[config.mk]
export PLATFORM = sky130hd
export DESIGN_NAME = traffic_light
export DESIGN_NICKNAME = d
export VERILOG_FILES = /design/src/rtl/traffic_light.sv
export SDC_FILE = /design/constraint.sdc
export NUM_CORES = 1
export LEC_CHECK = 0
export BUFFER_PORTS_ARGS = -buffer_cell sky130_fd_sc_hd__clkbuf_2
export CAP_MARGIN = 30
export CORE_MARGIN = 8
export CORE_UTILIZATION = 40
export DETAILED_ROUTE_END_ITERATION = 10
export GPL_TIMING_DRIVEN = 1
export SYNTH_ARGS = -nofsm -noshare
export SYNTH_HDL_FRONTEND = slang
export SYNTH_SLANG_ARGS = --single-unit
[constraint.sdc]
create_clock -name clk -period 1.85 [get_ports clk]
set_input_delay 0.2775 -clock clk [delete_from_list [all_inputs] [get_ports clk]]
set_output_delay 0.2775 -clock clk [all_outputs]
set_load 0.02 [all_outputs]
[src/rtl/traffic_light.sv]
// Signal-head lamp driver with an embedded clock divider for controller pacing.
// Build option TRAFFIC_LIGHT_BLINK_EN: state 2'b11 flashes yellow instead of steady red.
module traffic_light #(
   parameter int DIV_N      = 25000000,
   parameter int ACTIVE_LOW = 1
) (
   input  logic       clk,
   input  logic       rst_n,
   input  logic [1:0] state,
   input  logic       lamp_test,
   output logic       green,
   output logic       yellow,
   output logic       red,
   output logic       clk_div,
   output logic       tick
);

   localparam int HALF = DIV_N / 2;
   localparam int CW   = (HALF > 1) ? $clog2(HALF) : 1;
   localparam logic [CW-1:0] TERM = CW'(HALF - 1);
   localparam logic [CW-1:0] ONE  = CW'(1);
   localparam logic          POL  = (ACTIVE_LOW != 0) ? 1'b1 : 1'b0;

   logic [CW-1:0] cnt_r;
   logic          clk_div_r;
   logic          tick_r;
   logic [2:0]    lamp_s;   // logical {green, yellow, red}, 1 = lit
   logic [2:0]    pin_r;    // pin-level {green, yellow, red}

   // Half-period counter, divided clock and rising-edge tick
   always_ff @(posedge clk or negedge rst_n) begin
      if (!rst_n) begin
         cnt_r     <= {CW{1'b0}};
         clk_div_r <= 1'b0;
         tick_r    <= 1'b0;
      end else if (cnt_r == TERM) begin
         cnt_r     <= {CW{1'b0}};
         clk_div_r <= ~clk_div_r;
         tick_r    <= ~clk_div_r;
      end else begin
         cnt_r     <= cnt_r + ONE;
         clk_div_r <= clk_div_r;
         tick_r    <= 1'b0;
      end
   end

   // Decode requested light state into logical lamp values
   always_comb begin
      lamp_s = 3'b001;
      if (lamp_test) begin
         lamp_s = 3'b111;
      end else begin
         case (state)
            2'b00:   lamp_s = 3'b001;
            2'b01:   lamp_s = 3'b010;
            2'b10:   lamp_s = 3'b100;
`ifdef TRAFFIC_LIGHT_BLINK_EN
            2'b11:   lamp_s = {1'b0, clk_div_r, 1'b0};
`else
            2'b11:   lamp_s = 3'b001;
`endif
            default: lamp_s = 3'b001;
         endcase
      end
   end

   // Register lamp pins with board polarity applied; reset shows red
   always_ff @(posedge clk or negedge rst_n) begin
      if (!rst_n) begin
         pin_r <= {POL, POL, ~POL};
      end else begin
         pin_r <= lamp_s ^ {3{POL}};
      end
   end

   assign green   = pin_r[2];
   assign yellow  = pin_r[1];
   assign red     = pin_r[0];
   assign clk_div = clk_div_r;
   assign tick    = tick_r;

endmodule

-- Yosys cells after proc, flatten, opt, wreduce, memory -nomap -nowiden
Cells that the tools add are included.
- register bits: 29
- input bits: 5
- output and inout bits: 5
- word-level logic and storage cells: 17
- add/subtract/negate cells: 1
- equality and inequality tests: 4
- multiplexer cells: 4
- bitwise logic cells: 2
- reductions and logical operators: 2
- operators by type and width (cell ; number):
    adder 24 x 1 -> 24 bit (second input constant) ; 1
    == test 24 bit (second input constant) ; 1
    2-to-1 mux 24 bit ; 1
    one-hot mux 3 bit (3 select lines) ; 1
    == test 2 bit (second input constant) ; 2
    2-to-1 mux 3 bit ; 1
    NOT 3 bit ; 1
    == test 2 x 1 -> 1 bit (second input constant) ; 1
    logical NOT 2 bit ; 1
    OR reduction 2 bit ; 1
    2-to-1 mux 1 bit ; 1
    NOT 1 bit ; 1

-- Logic depth before layout (Yosys ltp)
- depth in word-level cells: 5
- depth in mapped cells: 6
- gate-level depth less buffers: 5

-- Worst setup path after synthesis
No wires, ideal clock.
- path type: reg-to-reg
- start: register cnt_r[0]
- end: register cnt_r[19]
- setup time: 0.130 ns
- arrival: 1.589 ns
- required time: 1.720 ns
- setup slack: 0.132 ns
- cell stages (with the launch flop): 7
- path buffers: 1
- clock period less this slack: 1.718 ns
- cells stage by stage: dfrtp_1 -> ha_1 -> and4_1 -> nand3_4 -> nor4_4 -> buf_4 -> a21oi_1
- cells in the longest elaborated chain, start to end: 2
- elaborated cells between the ends (all ways): 3
- those cells by class: 1 x add/sub; 1 x eq/ne; 1 x mux
- RTL lines (what ; line ; source):
    start: declaration ; 24 ; logic [CW-1:0] cnt_r;
    start signal: assignment ; 33 ; cnt_r <= {CW{1'b0}};
    start signal: assignment ; 37 ; cnt_r <= {CW{1'b0}};
    start signal: assignment ; 41 ; cnt_r <= cnt_r + ONE;
    adder 24 x 1 -> 24 bit or == test 24 bit (tied branches) ; 41, 36 ;
    2-to-1 mux 24 bit (*) ; 36 ; end else if (cnt_r == TERM) begin
Every way passes the cells marked *; elsewhere a longest branch is shown, timed or not.
A chain may end at the register's enable or synchronous reset.

-- Worst setup path after layout
- start: register cnt_r[0]
- end: register cnt_r[20]
The elaborated chain is that of the path after synthesis.

==> metrics.csv <==
stage;metric;value;unit
place;hpwl;2230;um
yosys;synth_common_cells;dfrtp_1 (27), nor2_1 (12), nand4_1 (11);
setup_path;worst-setup-path-type;reg -> reg;
status;failed_checks;hold timing;
global_routing;grt_first_pass_wirelength;5310;um
global_routing;grt_antenna_before_repair;0;
die;ios;10;
clocking;tritoncts;done;
drt;wl_per_cell;14.5;um
timing;slew_viol_final;0;
status;status;finished, violations left;
cells_and_area;drive_above_1_share;21.7;%
global_routing;grt_max_degree;30;
timing;min_period;1710;ps
yosys;ys_seq_area_share;50.7;%
clocking;cts_hold_buffers;0;
cells_and_area;final_cells;207;
yosys;mappedNetlistArea;1440;sq um
die;die_w;75.9;um
setup_path;rr_startpoint;cnt_r[0]$_DFF_PN0_;
setup_path;crit_chain;ha_2, and4_1, buf_4, nand4_1, or3_1, a21oi_1;
timing;max_freq;0.584;GHz
cells_and_area;final_area;1660;sq um
setup_path;worstReg2RegEnd;cnt_r[20]$_DFF_PN0_;
setup_path;cp_max_fo;4;
timing;min_period_over_period;92.6;%
yosys;synth_top_cells_by_area;dfrtp_1 (47%), xnor2_1 (4.9%), nand4_1 (4.8%);
global_routing;grt_pass1_vias;1174;
yosys;yosysWarnings;0;
power;p_per_area;643;nW/um^2
timing;hold_viol;21;
yosys;yosysTopAreaCellShare;47.1;%
setup_path;ff2ff_setup_slack;140;ps
yosys;yosysMostFrequentCell;dfrtp_1;
power;peakVddDrop;0.000347;V
yosys;syn_area_per_cell;10.4;sq um
setup_path;startpoint_type;register;
setup_path;endpoint;cnt_r[20]$_DFF_PN0_;
run;cap_violations;0;
drt;drc_errors;0;
cells_and_area;areaGrowthSynthToFinish;15.4;%
yosys;netlist_instances;138;
yosys;synth_top_area_cell;dfrtp_1;
clocking;cts_root_buf;clkbuf_4;
yosys;synth_nets;146;
place;io_buffers;9;
clocking;cts_resized;0;
die;dieArea;5760;sq um
timing;fin_worst_skew;14.5;ps
yosys;synthArstFlopShare;100;%
clocking;cts.sinks;29;
setup_path;worst-r2r-cell-count;6;
die;start_util;42.3;%
setup_path;critPathRequiredTime;2100;ps
power;power.leakage;0.735;nW
drt;via_count;1106;
place;place_area;1600;sq um
timing;worst_slew_margin_rel;54.0;%
clocking;htreeDepth;2;
drt;ant_nets;0;
drt;drt-total-wl;3000;um
setup_path;crit_arrival;1970;ps
cells_and_area;diodes;0;
setup_path;cp_slowest_cell;dfrtp_1;
drt;drt_iter0_drc;67;
die;coreArea;3390;sq um
yosys;yosysUniqueCellTypes;29;
cells_and_area;fin_nets;168;
yosys;synth_flop_cell;dfrtp_1;
timing;worst_slew_pin_slew;690;ps
place;gp_congestion;0.868;
clocking;cts_made_buffers;5;
place;pre_cts_ws;129;ps
die;rows;21;
yosys;synth-seq-cells;29;
global_routing;grtUsageTotal;11.1;%
timing;setup_viol;0;
setup_path;end_kind;register;
cells_and_area;fill_cells;336;
timing;whs;-28.5;ps
clocking;clockBufferDepth;2;
clocking;postCtsSetupBuffers;0;
timing;layout_setup_ws;137;ps
setup_path;max_stage_delay;380;ps
drt;first_pass_iters;4;
drt;vias_per_cell;5.34;
die;die_h;75.9;um
clocking;cts.reportedPaths.clkPinSlew;90;ps
global_routing;grt_overflow;0;
clocking;clk_latency;330;ps
setup_path;startpoint;cnt_r[0]$_DFF_PN0_;
yosys;synth_edf_count;0;
place;placed_cells;199;
min_path;hold_class;in -> async;
==> logic make-up after synthesis <==
family	synth area share (%)
compound gates	6.10
buf+inv	3.05
simple gates	28.3
xor+xnor	9.15
flops	50.7
fa+ha+maj	2.62
==> stage by stage <==
stage,util [%],setup TNS [ps],total power [W]
2_1_floorplan,-,0,0.000664
3_3_place_gp,47.1,0,0.000686
3_5_place_dp,47.1,0,0.000688
4_1_cts,48.8,0,0.00108
5_1_grt,48.9,-0.297,0.00112
6_report,48.9,0,0.00107
==> how the worst min path moves through the flow <==
stage | startpoint | to | slack [ps] | cells past startpoint
floorplan | rst_n | clk_div$_DFFE_PN0N_ | -20 | 0
global placement | rst_n | cnt_r[16]$_DFF_PN0_ | 350 | 1
detailed placement | rst_n | cnt_r[15]$_DFF_PN0_ | 370 | 1
CTS | rst_n | cnt_r[15]$_DFF_PN0_ | 6 | 1
global route | rst_n | cnt_r[14]$_DFF_PN0_ | 30 | 1
finish | rst_n | cnt_r[15]$_DFF_PN0_ | -30 | 1
==> power by group <==
part | internal, W | total, W | switching (W)
registers | 0.000640 | 0.000641 | 0.00000100
clock network | 0.000187 | 0.000392 | 0.000205
logic | 0.00000845 | 0.0000322 | 0.0000237
total | 0.000835 | 0.00107 | 0.000230
==> routing by layer <==
| layer | vias to the layer above | track usage (%) | part of all wire [%] |
|---|---|---|---|
| met1 | 539 | 12.6 | 43 |
| met5 | - | 0 | 0 |
| met4 | 0 | 6.86 | 2.6 |
| li1 | 543 | - | - |
| met2 | 15 | 18.0 | 50 |
| met3 | 9 | 3.30 | 3.6 |
==> cell usage in the layout, fill, tap and decap left out, types with 5 or more instances in the layout <==
cell type | synthesis | final
nand4_1 | 11 | 11
or3_1 | 6 | 6
nand2_1 | 9 | 9
nor2_1 | 12 | 12
a21oi_1 | 8 | 8
buf_4 | 1 | 12
clkbuf_2 | 0 | 9
clkbuf_4 | 0 | 5
dfrtp_1 | 27 | 27
o21ai_0 | 5 | 5
xor2_1 | 7 | 7
xnor2_1 | 8 | 8
==> worst max-delay path: cells and delay by family (launching register included) <==
family | cells | cell delay [ps]
buffers and inverters | 1 | 140
adder cells (fa/ha/maj) | 1 | 230
flip-flops | 1 | 380
AO/OA/AOI/OAI | 1 | 140
AND/OR/NAND/NOR | 3 | 770
==> cell type report <==
type | count | area [sq um] | area share, %
flip-flops and latches | 29 | 728 | 44.0
multi-input cells | 100 | 666 | 40.2
repair buffers | 21 | 135 | 8.16
clock buffers | 8 | 58.8 | 3.55
well taps | 46 | 57.6 | 3.47
inverters | 3 | 11.3 | 0.680
==> registers in the layout, indices dropped and copies added, names as in the netlist <==
register	count
cnt_r	24
pin_r	3
clk_div	1
tick	1
Note: power is estimated with default switching activity, not from simulation.
